## src/rtl/param_nibble_serializer_if.sv

```systemverilog
`default_nettype none
// =============================================================================
// Module   : param_nibble_serializer_if
// Brief    : Word-load and nibble-stream handshake bundle for the serializer.
// Revision : 1.0
// =============================================================================
interface param_nibble_serializer_if #(
    parameter int P_NBITS   = 4,
    parameter int P_WIDTH   = 32,
    parameter int C_OFFBITS = 3
);
    logic                 load_val;
    logic                 load_rdy;
    logic [P_WIDTH-1:0]   load_data;
    logic                 load_dir;
    logic                 flush;
    logic                 nib_val;
    logic                 nib_rdy;
    logic [P_NBITS-1:0]   nib_data;
    logic [C_OFFBITS-1:0] nib_idx;
    logic                 nib_first;
    logic                 nib_last;
    logic                 done;

    // Producer of words / consumer of nibbles
    modport master (
        output load_val, load_data, load_dir, flush, nib_rdy,
        input  load_rdy, nib_val, nib_data, nib_idx, nib_first, nib_last, done
    );

    // The serializer itself
    modport slave (
        input  load_val, load_data, load_dir, flush, nib_rdy,
        output load_rdy, nib_val, nib_data, nib_idx, nib_first, nib_last, done
    );
endinterface
`default_nettype wire

```

## src/rtl/param_nibble_serializer.sv

```systemverilog
`default_nettype none
// =============================================================================
// Module   : param_nibble_serializer
// Brief    : 32-bit word to nibble-serial stream, LSB- or MSB-first per word.
// Revision : 1.0
// =============================================================================
module param_nibble_serializer #(
    parameter int P_NBITS   = 4,
    parameter int P_WIDTH   = 32,
    parameter int C_OFFBITS = 3
) (
    input  wire logic                  clk,
    input  wire logic                  reset_n,
    param_nibble_serializer_if.slave   bus
);

    localparam int                   C_N_OFF = P_WIDTH / P_NBITS;
    localparam logic [C_OFFBITS-1:0] C_LAST  = C_OFFBITS'(C_N_OFF - 1);

    generate
        if ((P_WIDTH % P_NBITS) != 0 || C_N_OFF < 2 || (1 << C_OFFBITS) < C_N_OFF) begin : g_param_check
            $error("param_nibble_serializer: illegal P_NBITS/P_WIDTH/C_OFFBITS combination");
        end
    endgenerate

    typedef enum logic [0:0] {
        ST_IDLE  = 1'b0,
        ST_SHIFT = 1'b1
    } state_t;

    state_t               r_state, w_state_nxt;
    logic [P_WIDTH-1:0]   r_shreg, w_shreg_nxt;
    logic [C_OFFBITS-1:0] r_count, w_count_nxt;
    logic                 r_dir,   w_dir_nxt;
    logic                 r_done,  w_done_nxt;

    logic                 w_last;
    logic                 w_nib_val;
    logic                 w_load_rdy;
    logic                 w_load_acc;
    logic                 w_nib_acc;
    logic [P_WIDTH-1:0]   w_rot_right;
    logic [P_WIDTH-1:0]   w_rot_left;

    assign w_last     = (r_count == C_LAST);
    assign w_nib_val  = (r_state == ST_SHIFT);
    // Ready on the last accepted nibble lets the next word follow with no bubble
    assign w_load_rdy = !bus.flush &&
                        ((r_state == ST_IDLE) || ((r_state == ST_SHIFT) && bus.nib_rdy && w_last));
    assign w_load_acc = bus.load_val && w_load_rdy;
    assign w_nib_acc  = w_nib_val && bus.nib_rdy;

    assign w_rot_right = {r_shreg[P_NBITS-1:0], r_shreg[P_WIDTH-1:P_NBITS]};
    assign w_rot_left  = {r_shreg[P_WIDTH-P_NBITS-1:0], r_shreg[P_WIDTH-1:P_WIDTH-P_NBITS]};

    always_comb begin
        w_state_nxt = r_state;
        w_shreg_nxt = r_shreg;
        w_count_nxt = r_count;
        w_dir_nxt   = r_dir;
        w_done_nxt  = 1'b0;

        if (bus.flush) begin
            w_state_nxt = ST_IDLE;
            w_count_nxt = '0;
        end else begin
            case (r_state)
                ST_IDLE: begin
                    w_state_nxt = ST_IDLE;
                end
                ST_SHIFT: begin
                    if (w_nib_acc) begin
                        // Rotating on every accept returns the word to its loaded value
                        w_shreg_nxt = r_dir ? w_rot_left : w_rot_right;
                        if (w_last) begin
                            w_done_nxt  = 1'b1;
                            w_state_nxt = ST_IDLE;
                            w_count_nxt = '0;
                        end else begin
                            w_count_nxt = r_count + C_OFFBITS'(1);
                        end
                    end
                end
                default: begin
                    w_state_nxt = ST_IDLE;
                    w_count_nxt = '0;
                end
            endcase

            if (w_load_acc) begin
                w_shreg_nxt = bus.load_data;
                w_dir_nxt   = bus.load_dir;
                w_count_nxt = '0;
                w_state_nxt = ST_SHIFT;
            end
        end
    end

    always_ff @(posedge clk or negedge reset_n) begin
        if (!reset_n) begin
            r_state <= ST_IDLE;
            r_shreg <= '0;
            r_count <= '0;
            r_dir   <= 1'b0;
            r_done  <= 1'b0;
        end else begin
            r_state <= w_state_nxt;
            r_shreg <= w_shreg_nxt;
            r_count <= w_count_nxt;
            r_dir   <= w_dir_nxt;
            r_done  <= w_done_nxt;
        end
    end

    assign bus.load_rdy  = w_load_rdy;
    assign bus.nib_val   = w_nib_val;
    assign bus.nib_data  = r_dir ? r_shreg[P_WIDTH-1 -: P_NBITS] : r_shreg[P_NBITS-1:0];
    assign bus.nib_idx   = r_dir ? (C_LAST - r_count) : r_count;
    assign bus.nib_first = w_nib_val && (r_count == '0);
    assign bus.nib_last  = w_nib_val && w_last;
    assign bus.done      = r_done;

endmodule
`default_nettype wire

```

## src/flat_wrapper.sv

```systemverilog
// flat-port wrapper written by rule: the top's interface ports become plain ports
module param_nibble_serializer_flat 
#(
    parameter int P_NBITS   = 4,
    parameter int P_WIDTH   = 32,
    parameter int C_OFFBITS = 3
)
  (clk, reset_n, bus_load_val, bus_load_data, bus_load_dir, bus_flush, bus_nib_rdy, bus_load_rdy, bus_nib_val, bus_nib_data, bus_nib_idx, bus_nib_first, bus_nib_last, bus_done);
  param_nibble_serializer_if #(.P_NBITS(P_NBITS), .P_WIDTH(P_WIDTH), .C_OFFBITS(C_OFFBITS)) bus_i ();
  input  wire logic clk;
  input  wire logic reset_n;
  input wire logic [$bits(bus_i.load_val)-1:0] bus_load_val;
  input wire logic [$bits(bus_i.load_data)-1:0] bus_load_data;
  input wire logic [$bits(bus_i.load_dir)-1:0] bus_load_dir;
  input wire logic [$bits(bus_i.flush)-1:0] bus_flush;
  input wire logic [$bits(bus_i.nib_rdy)-1:0] bus_nib_rdy;
  output wire logic [$bits(bus_i.load_rdy)-1:0] bus_load_rdy;
  output wire logic [$bits(bus_i.nib_val)-1:0] bus_nib_val;
  output wire logic [$bits(bus_i.nib_data)-1:0] bus_nib_data;
  output wire logic [$bits(bus_i.nib_idx)-1:0] bus_nib_idx;
  output wire logic [$bits(bus_i.nib_first)-1:0] bus_nib_first;
  output wire logic [$bits(bus_i.nib_last)-1:0] bus_nib_last;
  output wire logic [$bits(bus_i.done)-1:0] bus_done;
  assign bus_i.load_val = bus_load_val;
  assign bus_i.load_data = bus_load_data;
  assign bus_i.load_dir = bus_load_dir;
  assign bus_i.flush = bus_flush;
  assign bus_i.nib_rdy = bus_nib_rdy;
  assign bus_load_rdy = bus_i.load_rdy;
  assign bus_nib_val = bus_i.nib_val;
  assign bus_nib_data = bus_i.nib_data;
  assign bus_nib_idx = bus_i.nib_idx;
  assign bus_nib_first = bus_i.nib_first;
  assign bus_nib_last = bus_i.nib_last;
  assign bus_done = bus_i.done;
  param_nibble_serializer #(.P_NBITS(P_NBITS), .P_WIDTH(P_WIDTH), .C_OFFBITS(C_OFFBITS)) u_core (.clk(clk), .reset_n(reset_n), .bus(bus_i));
endmodule
```

## config.mk

```make
export PLATFORM = sky130hd
export DESIGN_NAME = param_nibble_serializer_flat
export DESIGN_NICKNAME = d
export VERILOG_FILES = /design/src/rtl/param_nibble_serializer_if.sv /design/src/rtl/param_nibble_serializer.sv /design/src/flat_wrapper.sv
export SDC_FILE = /design/constraint.sdc
export NUM_CORES = 1
export LEC_CHECK = 0
export ABC_CLOCK_PERIOD_IN_PS = 2300
export CORE_MARGIN = 1
export CORE_UTILIZATION = 40
export DETAILED_ROUTE_END_ITERATION = 7
export PLACE_DENSITY = 0.64
export SLEW_MARGIN = 20
export SYNTH_ARGS = -nofsm -noshare
export SYNTH_HDL_FRONTEND = slang
export SYNTH_SLANG_ARGS = --single-unit
```

## constraint.sdc

```tcl
create_clock -name clk -period 2.3 [get_ports clk]
set_input_delay 0.345 -clock clk [delete_from_list [all_inputs] [get_ports clk]]
set_output_delay 0.345 -clock clk [all_outputs]
set_load 0.02 [all_outputs]
```

-- Yosys cells after proc, flatten, opt, wreduce, memory -nomap -nowiden
Index checks and enable logic that the tools add are counted.
- register bits after elaboration: 38
- bits in latches: 0
- bits in writable memories: 0
- memory bits (read-only): 0
- bits of input ports: 38
- output and inout bits: 12
- word-level logic and storage cells: 46
- memories: 0
- $add $sub $neg: 2
- multipliers: 0
- div/mod/pow operators: 0
- order comparisons: 0
- equal/unequal tests: 1
- shift operators: 0
- mux-type cells: 20
- bitwise gates (word level): 2
- reduce and logical (&&, ||, !) cells: 16
- operators with widths (operator ; number):
    $mux 32 ; 4
    $mux 3 ; 6
    $mux 1 ; 8
    $logic_and 1x1->1 ; 6
    $reduce_bool 3->1 ; 2
    $mux 4 ; 1
    $reduce_and 2->1 ; 2
    $reduce_bool 2->1 ; 2
    $add 3x1->3 const B ; 1
    $eq 3x3->1 const B ; 1
    $logic_not 3->1 ; 1
    $reduce_and 3->1 ; 1
    $sub 3x3->3 const A ; 1
    $not 1->1 ; 2
    $pmux 1 s2 ; 1
    $logic_not 1->1 ; 1
    $logic_or 1x1->1 ; 1

-- Longest topological paths before layout
- depth in word-level cells: 7
- depth in mapped cells: 6
- mapped depth without buffers: 5

-- Least setup slack after synthesis
Ideal clock, no wire load.
- path type: register to output
- start point: register u_core.r_count[0]
- end point: output bus_load_rdy
- arrival: 1.556 ns
- required time: 1.955 ns
- slack: 0.399 ns
- cell stages (with the launch flop): 6
- cell sequence: dfrtp_1 -> ha_1 -> ha_1 -> a21boi_2 -> clkbuf_1 -> nor2_1
- word-level cells in the longest chain between the ends: 4
- RTL lines (item ; RTL line ; RTL):
    start, declared ; param_nibble_serializer.sv:33 ; logic [C_OFFBITS-1:0] r_count, w_count_nxt;
    start signal, assigned ; param_nibble_serializer.sv:109 ; r_count <= w_count_nxt;
    $eq 3x3->1 ; param_nibble_serializer.sv:45 ; assign w_last = (r_count == C_LAST);
    $logic_and 1x1->1 ; param_nibble_serializer.sv:49 ; ((r_state == ST_IDLE) || ((r_state == ST_SHIFT) && bus.nib_rdy && w_last));
    $logic_or 1x1->1 ; param_nibble_serializer.sv:49 ;
    $logic_and 1x1->1 ; param_nibble_serializer.sv:48 ; assign w_load_rdy = !bus.flush &&
    end, declared ; flat_wrapper.sv:17 ; output wire logic [$bits(bus_i.load_rdy)-1:0] bus_load_rdy;
No other way between the ends.

-- Final worst setup path
- start point: register u_core.r_dir
- end point: output bus_nib_data[3]
- word-level cells in the longest chain between the ends: 1
- RTL lines (item ; RTL line ; RTL):
    start, declared ; param_nibble_serializer.sv:34 ; logic r_dir, w_dir_nxt;
    start signal, assigned ; param_nibble_serializer.sv:110 ; r_dir <= w_dir_nxt;
    $mux 4 ; param_nibble_serializer.sv:117 ; assign bus.nib_data = r_dir ? r_shreg[P_WIDTH-1 -: P_NBITS] : r_shreg[P_NBITS-1:0];
    end, declared ; flat_wrapper.sv:19 ; output wire logic [$bits(bus_i.nib_data)-1:0] bus_nib_data;
No other way between the ends.

==> flow_summary_export.csv <==
group,metric,value,unit
sta,slew_headroom,64.9,%
sta,fin_ws,0.127,ns
synthesis,yosys.area.top_type,"dfrtp_1",
routing,wl,6.94,mm
global_route,use_met1,34.7,%
placed_design,pre_cts_ws,0.290,ns
finish,fin_cells,377,
synthesis,synth_seq_cells,38,
synthesis,ys_seq_area_share,39.7,%
global_route,grt_max_degree,40,
pwr,power.total,2.39,mW
floorplan,initial_utilization,42.4,%
global_route,grt-ovfl-total,0,
clocking,ctsHtreeMaxLevel,2,
synthesis,avgSynthCellArea,8.99,um2
routing,drt_iter0_drc,193,
placed_design,gp_congestion,0.818,
setup_path,critPathMaxFanout,22,
finish,drive_gt1_share,8.85,%
floorplan,fp-row-count,27,
clocking,cts_sinks,38,
pwr,p_per_area,779,nW/um2
global_route,antenna_found_initial,0,
clocking,postCtsHoldBufs,0,
finish,utilization,54.3,%
synthesis,ys_types,25,
setup_path,critPathKind,"flip-flop to output port",
sta,final-max-slew-violation-count,0,
sta,setup-violations-final,0,
clocking,cts_setup_buffers,0,
placed_design,placed_cells,369,
setup_path,required,1.96,ns
routing,post-route-drc-count,0,
sta,max_freq,0.460,GHz
clocking,numCtsBuffers,5,
routing,detail_route.wl_per_cell,18.4,um
sta,rsz0062_at_grt,"false",
setup_path,cp-start-kind,"flip-flop",
routing,drt_pass1_iterations,4,
global_route,grt_pass1_vias,2210,
sta,min_period,2.17,ns
finish,final_area,3060,um2
clocking,clockBufferDepth,2,
pwr,p_leak,1.23,nW
synthesis,yosys_warnings,0,
clocking,clk_latency,0.30,ns
sta,worst_slew_pin_slew,0.527,ns
placed_design,io_buffers,49,
setup_path,cp-end-kind,"output port",
sta,finalSetupTns,0,ns
status,outcome,"finished clean",
placed_design,hpwl,4.29,mm
clocking,cts-root-buf,"clkbuf_8",
finish,areaGrowthSynthToFinish,28.0,%
setup_path,timing.rr.start,"u_core.r_count[0]$_DFFE_PN0P_",
sta,clock_skew,0.00470,ns
global_route,grt_util_met3,3.91,%
sta,period_share,94.5,%
setup_path,r2r_setup_slack,0.27,ns
global_route,track_usage,23.9,%
floorplan,die-height,79.3,um
sta,hold_viol_final,0,
placed_design,placed_cell_area,2970,um2
synthesis,synth.area.top_cells,"dfrtp_1 (40%), a221oi_1 (12%), o31ai_1 (10%), nor2b_1 (8.6%), nor3_1 (7.1%)",
min_path,hold_path_class,"input pin to asynchronous set/reset pin",
finish,nNetsFinal,345,
setup_path,cp-endpoint,"bus_nib_data[3]",
global_route,grt_pass1_wl,11.6,mm
setup_path,ff2ff_path_depth,6,
sta,timing.hold.ws,0.487,ns
global_route,grt-busiest-layer,"met2",
setup_path,cp.arrival,1.83,ns
routing,antenna_left,0,
clocking,clk_pin_slew,0.08,ns
synthesis,synth_area,2390,um2
pwr,ir_drop,0.000324,V
floorplan,die_x,79.3,um
finish,antenna_cells,0,
setup_path,critical_path.startpoint,"u_core.r_dir$_DFFE_PN0P_",
clocking,cts_tree,"yes",
routing,vias,2300,
synthesis,synth_top_area_share,39.7,%
synthesis,syn-instance-count,266,
global_route,use_met2,36.4,%
run,cap_viol_max_count,0,
synthesis,synth_nets,307,
setup_path,r2r-end,"u_core.r_dir$_DFFE_PN0P_",
routing,viasPerCell,6.10,
floorplan,die_area,6290,um2
floorplan,ios,50,
floorplan,core_area,5640,um2
final cells by class:
class / instances / area (um2)
Inverter: 2 / 7.51
Multi-Input combinational cell: 193 / 1290
Fill cell: 537 / 2580
Sequential cell: 38 / 955
Tap cell: 72 / 90.1
Clock inverter: 1 / 5.00
Timing Repair Buffer: 64 / 629
Clock buffer: 7 / 86.3
registers in the layout, summed over array words and instances, names as in the netlist:
| signal | count |
|---|---|
| u_core.bus.done | 1 |
| u_core.bus.nib_val | 1 |
| u_core.r_count | 3 |
| u_core.r_shreg | 32 |
| u_core.r_dir | 1 |
cell usage after synthesis:
cell type  number
a21bo_2         1
o31ai_1        32
dfrtp_1        38
xor2_1          3
nor2_1          5
mux2i_1         3
buf_6           3
buf_2           4
or2_1           1
ha_1            3
nand2b_1        1
and3b_1         1
a221oi_1       32
nand2_1         3
o21ai_0        32
mux2_1          1
a21boi_2        1
nor2b_1        33
and2_1          1
a21o_1          4
nor3_1         34
inv_1           2
clkbuf_1       26
a21oi_1         1
or3_1           1
placed cells by master, fill, tap and decap left out, drive strengths merged, types with 4 or more instances in the layout:
cell type | synthesis | routed
a21o | 4 | 4
clkdlybuf4s50 | 0 | 47
nor2b | 33 | 33
buf | 7 | 15
o21ai | 32 | 32
nor3 | 34 | 34
nor2 | 5 | 5
dfrtp | 38 | 38
a221oi | 32 | 32
o31ai | 32 | 32
clkbuf | 26 | 7
where the power goes:
| group | internal [mW] | switching [mW] |
|---|---|---|
| Clock | 0.242 | 0.252 |
| Combinational | 0.447 | 0.410 |
| Sequential | 0.846 | 0.189 |
worst min path at each step:
stage,start,end,slack (ns),cells after the start
after floorplan,reset_n,u_core.bus.done$_DFF_PN0_,0.05,0
after global placement,u_core.r_shreg[15]$_DFFE_PN0P_,u_core.r_shreg[15]$_DFFE_PN0P_,0.52,2
after detailed placement,u_core.r_shreg[12]$_DFFE_PN0P_,u_core.r_shreg[12]$_DFFE_PN0P_,0.52,2
after CTS,reset_n,u_core.r_shreg[24]$_DFFE_PN0P_,0.51,2
after global routing,reset_n,u_core.r_shreg[24]$_DFFE_PN0P_,0.55,2
final,reset_n,u_core.r_count[1]$_DFFE_PN0P_,0.49,2
critical path: stages (launching register included):
cell	delay, ns
dfrtp_4	0.61
nor2b_1	0.22
a21o_1	0.11
clkdlybuf4s50_1	0.59
logic make-up after synthesis:
family                     synth area share, %
AOI/OAI and AO/OA                         30.8
xor gates and xnor gates                  1.10
adders and majority gates                 1.57
buffers and inverters                     6.64
DFF                                       39.7
muxes                                     1.73
and+or+nand+nor                           18.4
metal layers:
layer	vias up	wire length (um)
li1	1083	-
met4	0	82
met5	-	0
met3	10	367
met2	75	3220
met1	1132	3270
repair_timing:
item	in CTS	in global routing
gates resized for setup	1	2
pin swaps	0	0
gates cloned	0	0
endpoints found under the setup margin	1	2
Note: power is estimated with default switching activity, not from simulation.
